[config.mk]
export PLATFORM = sky130hd
export DESIGN_NAME = uart_rx
export DESIGN_NICKNAME = d
export VERILOG_FILES = /design/src/rtl/uart_rx.sv
export SDC_FILE = /design/constraint.sdc
export NUM_CORES = 1
export LEC_CHECK = 0
export BUFFER_PORTS_ARGS = -buffer_cell sky130_fd_sc_hd__buf_2
export CAP_MARGIN = 20
export CORE_MARGIN = 2
export CORE_UTILIZATION = 45
export CTS_CLUSTER_DIAMETER = 100
export CTS_CLUSTER_SIZE = 20
export DETAILED_ROUTE_END_ITERATION = 7
export GPL_TIMING_DRIVEN = 1
export PLACE_DENSITY_LB_ADDON = 0.3
export SYNTH_ARGS = -nofsm -noshare
export SYNTH_HDL_FRONTEND = slang
export SYNTH_SLANG_ARGS = --single-unit
export TNS_END_PERCENT = 20
[constraint.sdc]
create_clock -name clk -period 3.8 [get_ports clk]
set_input_delay 0.76 -clock clk [delete_from_list [all_inputs] [get_ports clk]]
set_output_delay 0.76 -clock clk [all_outputs]
set_load 0.005 [all_outputs]
[src/rtl/uart_rx.sv]
// UART receiver: 16x oversampled, runtime-selectable baud and parity.
// Reports data, parity error and framing error with a one-clock valid pulse.
module uart_rx #(
    parameter int unsigned CLK_FREQ = 50000000
) (
    input  logic       clk,
    input  logic       rst,
    input  logic       rx,
    input  logic [1:0] baud_rate,
    input  logic [1:0] parity_type,
    output logic [7:0] data_out,
    output logic       valid,
    output logic       parity_err,
    output logic       frame_err,
    output logic       active
);

    localparam logic [2:0] IDLE   = 3'd0;
    localparam logic [2:0] START  = 3'd1;
    localparam logic [2:0] DATA   = 3'd2;
    localparam logic [2:0] PARITY = 3'd3;
    localparam logic [2:0] STOP   = 3'd4;

    localparam logic [31:0] DIV_2400  = 32'(CLK_FREQ / 38400);
    localparam logic [31:0] DIV_4800  = 32'(CLK_FREQ / 76800);
    localparam logic [31:0] DIV_9600  = 32'(CLK_FREQ / 153600);
    localparam logic [31:0] DIV_19200 = 32'(CLK_FREQ / 307200);

    logic        rx_s1, rx_s2, rx_prev;
    logic [2:0]  state;
    logic [1:0]  baud_lat, par_lat;
    logic [31:0] tick_cnt, div_sel;
    logic [3:0]  samp_cnt;
    logic [2:0]  bit_idx;
    logic [7:0]  shift;
    logic        par_bad, stop_bad, done;
    logic        tick, fall, par_en, start_now;

    always_comb begin
        div_sel = DIV_2400;
        case (baud_lat)
            2'b00:   div_sel = DIV_2400;
            2'b01:   div_sel = DIV_4800;
            2'b10:   div_sel = DIV_9600;
            default: div_sel = DIV_19200;
        endcase
    end

    assign tick   = (tick_cnt == div_sel - 32'd1);
    assign fall   = rx_prev & ~rx_s2;
    assign par_en = par_lat[0] ^ par_lat[1];
    assign active = (state != IDLE);
    // The completion cycle doubles as an IDLE cycle so back-to-back frames are caught
    assign start_now = fall && ((state == IDLE) || (state == STOP && done));

    always_ff @(posedge clk) begin
        if (rst) begin
            rx_s1      <= 1'b1;
            rx_s2      <= 1'b1;
            rx_prev    <= 1'b1;
            state      <= IDLE;
            baud_lat   <= '0;
            par_lat    <= '0;
            tick_cnt   <= '0;
            samp_cnt   <= '0;
            bit_idx    <= '0;
            shift      <= '0;
            par_bad    <= 1'b0;
            stop_bad   <= 1'b0;
            done       <= 1'b0;
            data_out   <= '0;
            valid      <= 1'b0;
            parity_err <= 1'b0;
            frame_err  <= 1'b0;
        end else begin
            rx_s1   <= rx;
            rx_s2   <= rx_s1;
            rx_prev <= rx_s2;
            valid   <= 1'b0;

            if (state != IDLE)
                tick_cnt <= tick ? '0 : tick_cnt + 32'd1;

            case (state)
                START: if (tick) begin
                    if (samp_cnt == 4'd7) begin
                        samp_cnt <= '0;
                        bit_idx  <= '0;
                        state    <= rx_s2 ? IDLE : DATA;
                    end else begin
                        samp_cnt <= samp_cnt + 4'd1;
                    end
                end
                DATA: if (tick) begin
                    samp_cnt <= samp_cnt + 4'd1;
                    if (samp_cnt == 4'd15) begin
                        shift   <= {rx_s2, shift[7:1]};
                        bit_idx <= bit_idx + 3'd1;
                        if (bit_idx == 3'd7)
                            state <= par_en ? PARITY : STOP;
                    end
                end
                PARITY: if (tick) begin
                    samp_cnt <= samp_cnt + 4'd1;
                    if (samp_cnt == 4'd15) begin
                        par_bad <= rx_s2 ^ (^shift) ^ par_lat[0];
                        state   <= STOP;
                    end
                end
                STOP: begin
                    if (done) begin
                        data_out   <= shift;
                        parity_err <= par_bad;
                        frame_err  <= stop_bad;
                        valid      <= 1'b1;
                        done       <= 1'b0;
                        state      <= IDLE;
                    end else if (tick) begin
                        samp_cnt <= samp_cnt + 4'd1;
                        if (samp_cnt == 4'd15) begin
                            stop_bad <= ~rx_s2;
                            done     <= 1'b1;
                        end
                    end
                end
                default: ;
            endcase

            if (start_now) begin
                state    <= START;
                tick_cnt <= '0;
                samp_cnt <= '0;
                baud_lat <= baud_rate;
                par_lat  <= parity_type;
                par_bad  <= 1'b0;
            end
        end
    end

endmodule

; Word level (Yosys, flattened, before mapping)
; Cells that the tools add are included.
[classes]
n_reduce_logical = 22
addsub = 4
n_eq_ne = 27
n_bitwise = 7
n_mux = 28
[ops]
columns = op, count
row1 = $mux 3, 13
row2 = $pmux 11 s3, 1
row3 = $add 32x1->32 const B, 1
row4 = $eq 32x32->1, 1
row5 = $mux 32, 1
row6 = $sub 32x1->32 const B, 1
row7 = $ne 3x3->1 const B, 8
row8 = $ne 2x2->1 const B, 9
row9 = $reduce_and 9->1, 2
row10 = $mux 4, 4
row11 = $pmux 3 s4, 1
row12 = $pmux 4 s3, 1
row13 = $reduce_and 3->1, 3
row14 = $reduce_xor 8->1, 1
row15 = $eq 3x2->1 const B, 2
row16 = $eq 3x3->1 const B, 2
row17 = $pmux 3 s2, 1
row18 = $reduce_bool 3->1, 2
row19 = $reduce_or 2->1, 3
row20 = $mux 1, 5
row21 = $reduce_and 5->1, 1
row22 = $reduce_bool 5->1, 1
row23 = $add 4x1->4 const B, 1
row24 = $eq 4x3->1 const B, 1
row25 = other kinds (17), 22
[word_totals]
elab_cells = 106
input_bits = 7
out_inout_bits = 12
register_bits = 71

; Longest topological paths before layout
[depth]
ltp_word = 7
mapped_depth = 9
mapped_depth_nobuf = 7

; Worst setup path after synthesis
; Ideal clock, no wire load.
[synth_path]
path_kind = register -> register
from = register baud_lat[0]
to = register samp_cnt[3]
synth_period_minus_slack_ns = 3.001
n_path_buf = 1
required_time_ns = 3.730
arrival_ns = 2.931
setup_ns = 0.070
stages_incl_launch_ff = 9
path_slack_ns = 0.799
cell_sequence = dfxtp_1 > inv_1 > ha_1 > or4b_4 > o31a_1 > or4_1 > buf_2 > or4_1 > a21oi_1
[synth_via]
elab_chain_len = 7
elab_cells_between_ends = 11
classes_between = 1 x add/sub / 4 x eq/ne / 4 x mux / 2 x reduce/logical
[synth_lines]
columns = element, line
row1 = "start, declared", 31  ; logic [1:0] baud_lat, par_lat;
row2 = "start signal, assigned", 133  ; baud_lat <= baud_rate;
row3 = $eq 2x2->1 (tied with other cells), 41  ; case (baud_lat)
row4 = $pmux 11 s3 (*), 41
row5 = $sub 32x1->32 (*), 49  ; assign tick = (tick_cnt == div_sel - 32'd1);
row6 = $eq 32x32->1 (*), 49
row7 = $mux 4 (2 in a row), --
row8 = $pmux 4 s3, --
row9 = "end signal, assigned", 91  ; samp_cnt <= samp_cnt + 4'd1;
row10 = "end signal, assigned", 95  ; samp_cnt <= samp_cnt + 4'd1;
row11 = "end signal, assigned", 104  ; samp_cnt <= samp_cnt + 4'd1;
row12 = "end, declared", 33  ; logic [3:0] samp_cnt;
; Every way passes the cells marked *; elsewhere a longest branch is shown, timed or not. The select of a mux whose other input is x is not followed.
; A chain may end at the register's enable or synchronous reset.

; Worst setup path in the final report
; Same ends and word-level chain as after synthesis.

==> results <==
- The count of yosys warnings during synthesis is 0.
- For this run, the register share of the synthesized area comes to 40.3%.
- The first global-routing pass estimated 11900 um of wire.
- The number of antenna violations at the first check in global routing is 0.
- The chip height is 92.5 um.
- The top cell types in the final layout, fill and taps aside, are 71 x sky130_fd_sc_hd__dfxtp_1, 48 x sky130_fd_sc_hd__nor2_1, 39 x sky130_fd_sc_hd__nand2_1.
- The cell sitting at the root of the clock tree is a sky130_fd_sc_hd__clkbuf_8.
- Using the TritonRoute via totals, the vias-per-cell ratio works out to 5.44.
- The number of gates given a new drive strength after cts is 0.
- Setup violations remaining at the end of the flow were counted as 0.
- The synthesized instance count is 423.
- The congestion estimate from routability-driven global placement came to 0.836.
- The routed layout has 2928 vias.
- The clock drives 71 sinks.
- The flow ran to the end, and the final reports show no timing, DRC or antenna violations.
- The type of the tightest min-delay check is reg -> reg.
- In the global route stage, overall resource usage came out at 17.1%.
- For this run, the top clock speed supported by timing is 308 MHz.
- The worst pin sits at a relative slew slack of 35.6%.
- Setup repair after global routing left no endpoint under its margin.
- The max capacitance violation total is 0.
- Synthesis produced a netlist with a net count of 442.
- STA classifies the critical path startpoint as a flop.
- The layout cell share with drive strength beyond 1 is 11.0%.
- At the worst endpoint, the required time is 4.07 ns.
- In this design, the stage delay of the slowest critical-path cell is 0.66 ns.
- The wire length after detailed routing is 6950 um.
- After synthesis the cells add up to 3520 sq um.
- Along the worst path, the maximum fanout reaches 9.
- The deepest clock path buffer count is 2.
- The minimum clock period is 3.24 ns.
- The residual overflow from global routing is 0.
- The floorplan die area is 8550 sq um.
- TritonCTS built the clock tree.
- The worst-case vdd ir drop is 0.000193 V.
- For this run, the post-layout net count is 450.
- The starting utilization of the core area is 46.1%.
- For the final database, setup skew stands at 0.00881 ns.
- Summed over all cells, the static leakage comes to 0.00134 uW.
- Counting distinct cell types in the post-synthesis netlist gives 39.
- Counting flops with an async set or reset pin after synthesis yields a share of 0%.
- In this run the power density over the cells is 355 nW/um^2.
- The number of setup buffers added after CTS is 0.
- For this design the top-level I/O count stands at 19.
- The quantity of hold-fixing buffers added after cts is 0.
- The fill cell instance count of the final layout is 730.
- The count of inserted antenna diode cells is 0.
- The count of final hold-check violations came to 0.
- After clock tree synthesis, the clock-pin slew on the worst setup and hold paths is 0.07 ns.
- The number of slew-limit violations in the final report is 0.
- The worst-case hold slack is 0.425 ns.
- The detail route stage leaves a number of antenna-violating nets equal to 0.
- The final clock period utilization by the worst path is 85.4%.
- The die is 92.5 um wide.
- After floorplanning, the core was divided into 32 placement rows.
- The total CTS buffers is 9.
- The area inside the core boundary is 7650 sq um.
- For the final routed database, the setup TNS stands at 0 ns.
- The pin count of the biggest net entering global routing is 35.
- Synthesis inferred 71 register bits.
- The number of H-tree levels is 3.
- STA puts the critical path data arrival time at 3.52 ns.
- The via count of the first global-routing pass was 2612.
- The pin slew with the least headroom to its limit is 0.959 ns.
- The detail-routed net length per standard cell is 12.9 um.
- Relative to the synthesized area, the layout overhead comes to 9.06%.
- The number of DRC markers after the initial detailed-route iteration is 110.
- Among the stages of the critical path, the cell type that occurs most often is sky130_fd_sc_hd__or4_1.
- For this run, the detailed router's first-pass iteration total came to 4.
- The half-perimeter wire length after detailed placement is 4710 um.
- In the routed design, unresolved DRC markers number 0.
- The critical path class is reg -> reg.
- The most common cell after layout, fill and taps aside is sky130_fd_sc_hd__dfxtp_1.
- The worst setup path is captured at a flop.
- The slowest stage cell on the critical path is sky130_fd_sc_hd__or4_1.
- The most used flip-flop cell after synthesis is sky130_fd_sc_hd__dfxtp_1.
- The number of synthesized flops with an enable pin is 0.
- The count of buffers added on input and output ports is 18.
- The average cell area after synthesis is 8.33 sq um.
- Traced cell by cell, the critical path runs through inv_1 > ha_1 > or4b_4 > o31a_1 > or4_1 > or4_1 > a21oi_1.
- The clock latency at the later pin of the worst-skew pair is 0.34 ns.
power by group:
part	switching [uW]	internal (uW)
combinational	43.4	23.1
sequential	5.82	748
clock	275	271
state kept, by name, indices dropped and copies added, names as in the netlist, 2 cells and up:
signal / count
samp_cnt: 4
shift: 8
state: 3
par_lat: 2
baud_lat: 2
tick_cnt: 32
data_out: 8
bit_idx: 3
Yosys cell counts, types with 4 or more instances:
| cell | instances | area, sq um |
|---|---|---|
| sky130_fd_sc_hd__nor4_1 | 8 | 50.1 |
| sky130_fd_sc_hd__inv_1 | 15 | 56.3 |
| sky130_fd_sc_hd__xor2_1 | 7 | 61.3 |
| sky130_fd_sc_hd__nand4_1 | 24 | 150 |
| sky130_fd_sc_hd__xnor2_1 | 37 | 324 |
| sky130_fd_sc_hd__nand2b_1 | 7 | 43.8 |
| sky130_fd_sc_hd__nand2_1 | 39 | 146 |
| sky130_fd_sc_hd__buf_1 | 4 | 15.0 |
| sky130_fd_sc_hd__ha_1 | 12 | 150 |
| sky130_fd_sc_hd__clkbuf_1 | 14 | 52.6 |
| sky130_fd_sc_hd__dfxtp_1 | 71 | 1420 |
| sky130_fd_sc_hd__or2_2 | 5 | 31.3 |
| sky130_fd_sc_hd__a21oi_1 | 29 | 145 |
| sky130_fd_sc_hd__nand3_1 | 15 | 75.1 |
| sky130_fd_sc_hd__mux2i_1 | 9 | 90.1 |
| sky130_fd_sc_hd__or4_1 | 6 | 45.0 |
| sky130_fd_sc_hd__and4_1 | 5 | 43.8 |
| sky130_fd_sc_hd__o21ai_0 | 14 | 70.1 |
| sky130_fd_sc_hd__nor2_1 | 48 | 180 |
| sky130_fd_sc_hd__nor3_1 | 17 | 85.1 |
| sky130_fd_sc_hd__buf_2 | 6 | 30.0 |
logic make-up (layout without fill, tap and decap cells):
| kind of cell | count (synthesis) | after routing | share of synthesized area [%] |
|---|---|---|---|
| flip-flops | 71 | 71 | 40.3 |
| AND/OR/NAND/NOR | 188 | 188 | 27.3 |
| AO/OA/AOI/OAI | 59 | 59 | 9.62 |
| multiplexers | 9 | 9 | 2.56 |
| XOR/XNOR | 45 | 45 | 11.6 |
| adder cells (fa/ha/maj) | 12 | 12 | 4.26 |
| buffers and inverters | 39 | 52 | 4.37 |
final timing paths:
kind	depth (start not counted)	from	slack (ns)	to
setup / recovery	7	baud_lat[0]	0.56	samp_cnt[3]
hold / removal	1	rx_s1	0.42	rx_s2
setup reg to reg	7	baud_lat[0]	0.56	samp_cnt[3]
hold reg to reg	1	rx_s1	0.42	rx_s2
metal layers:
metal	routed length [um]	share of wire, %	vias up	track usage (%)
met2	3060	44	46	25.9
met3	236	3.4	10	3.01
met1	3550	51	1382	24.0
li1	-	-	1490	-
met4	99	1.4	0	7.59
met5	0	0	-	0
worst max-delay path, delay by kind of cell, from the launching register on:
kind	cells	cell delay, ns
AND/OR/NAND/NOR	3	1.74
flip-flops	1	0.49
AO/OA/AOI/OAI	2	0.42
adder cells (fa/ha/maj)	1	0.35
buffers and inverters	1	0.16
per-stage QoR:
stage | setup WS, ns | util (%) | std cells | instance area, sq um | total power, uW
global route | 0.356 | 50.2 | 538 | 3840 | 1410
global placement | 0.659 | 47.9 | 522 | 3670 | 836
detailed placement | 0.593 | 47.9 | 522 | 3670 | 837
floorplan | 0.799 | - | 423 | 3520 | 820
finish | 0.557 | 50.2 | 538 | 3840 | 1370
CTS | 0.577 | 50.2 | 538 | 3840 | 1370
final cells by class:
cell class / count / area, sq um / share of cell area, %
multi-input cells: 313 / 1950 / 50.7
repair buffers: 21 / 113 / 2.93
inverters: 15 / 56.3 / 1.47
clock inverters: 3 / 17.5 / 0.456
flip-flops and latches: 71 / 1420 / 37.0
clock buffers: 13 / 159 / 4.14
well taps: 102 / 128 / 3.32
No activity file was read; power rests on OpenSTA's default activity.
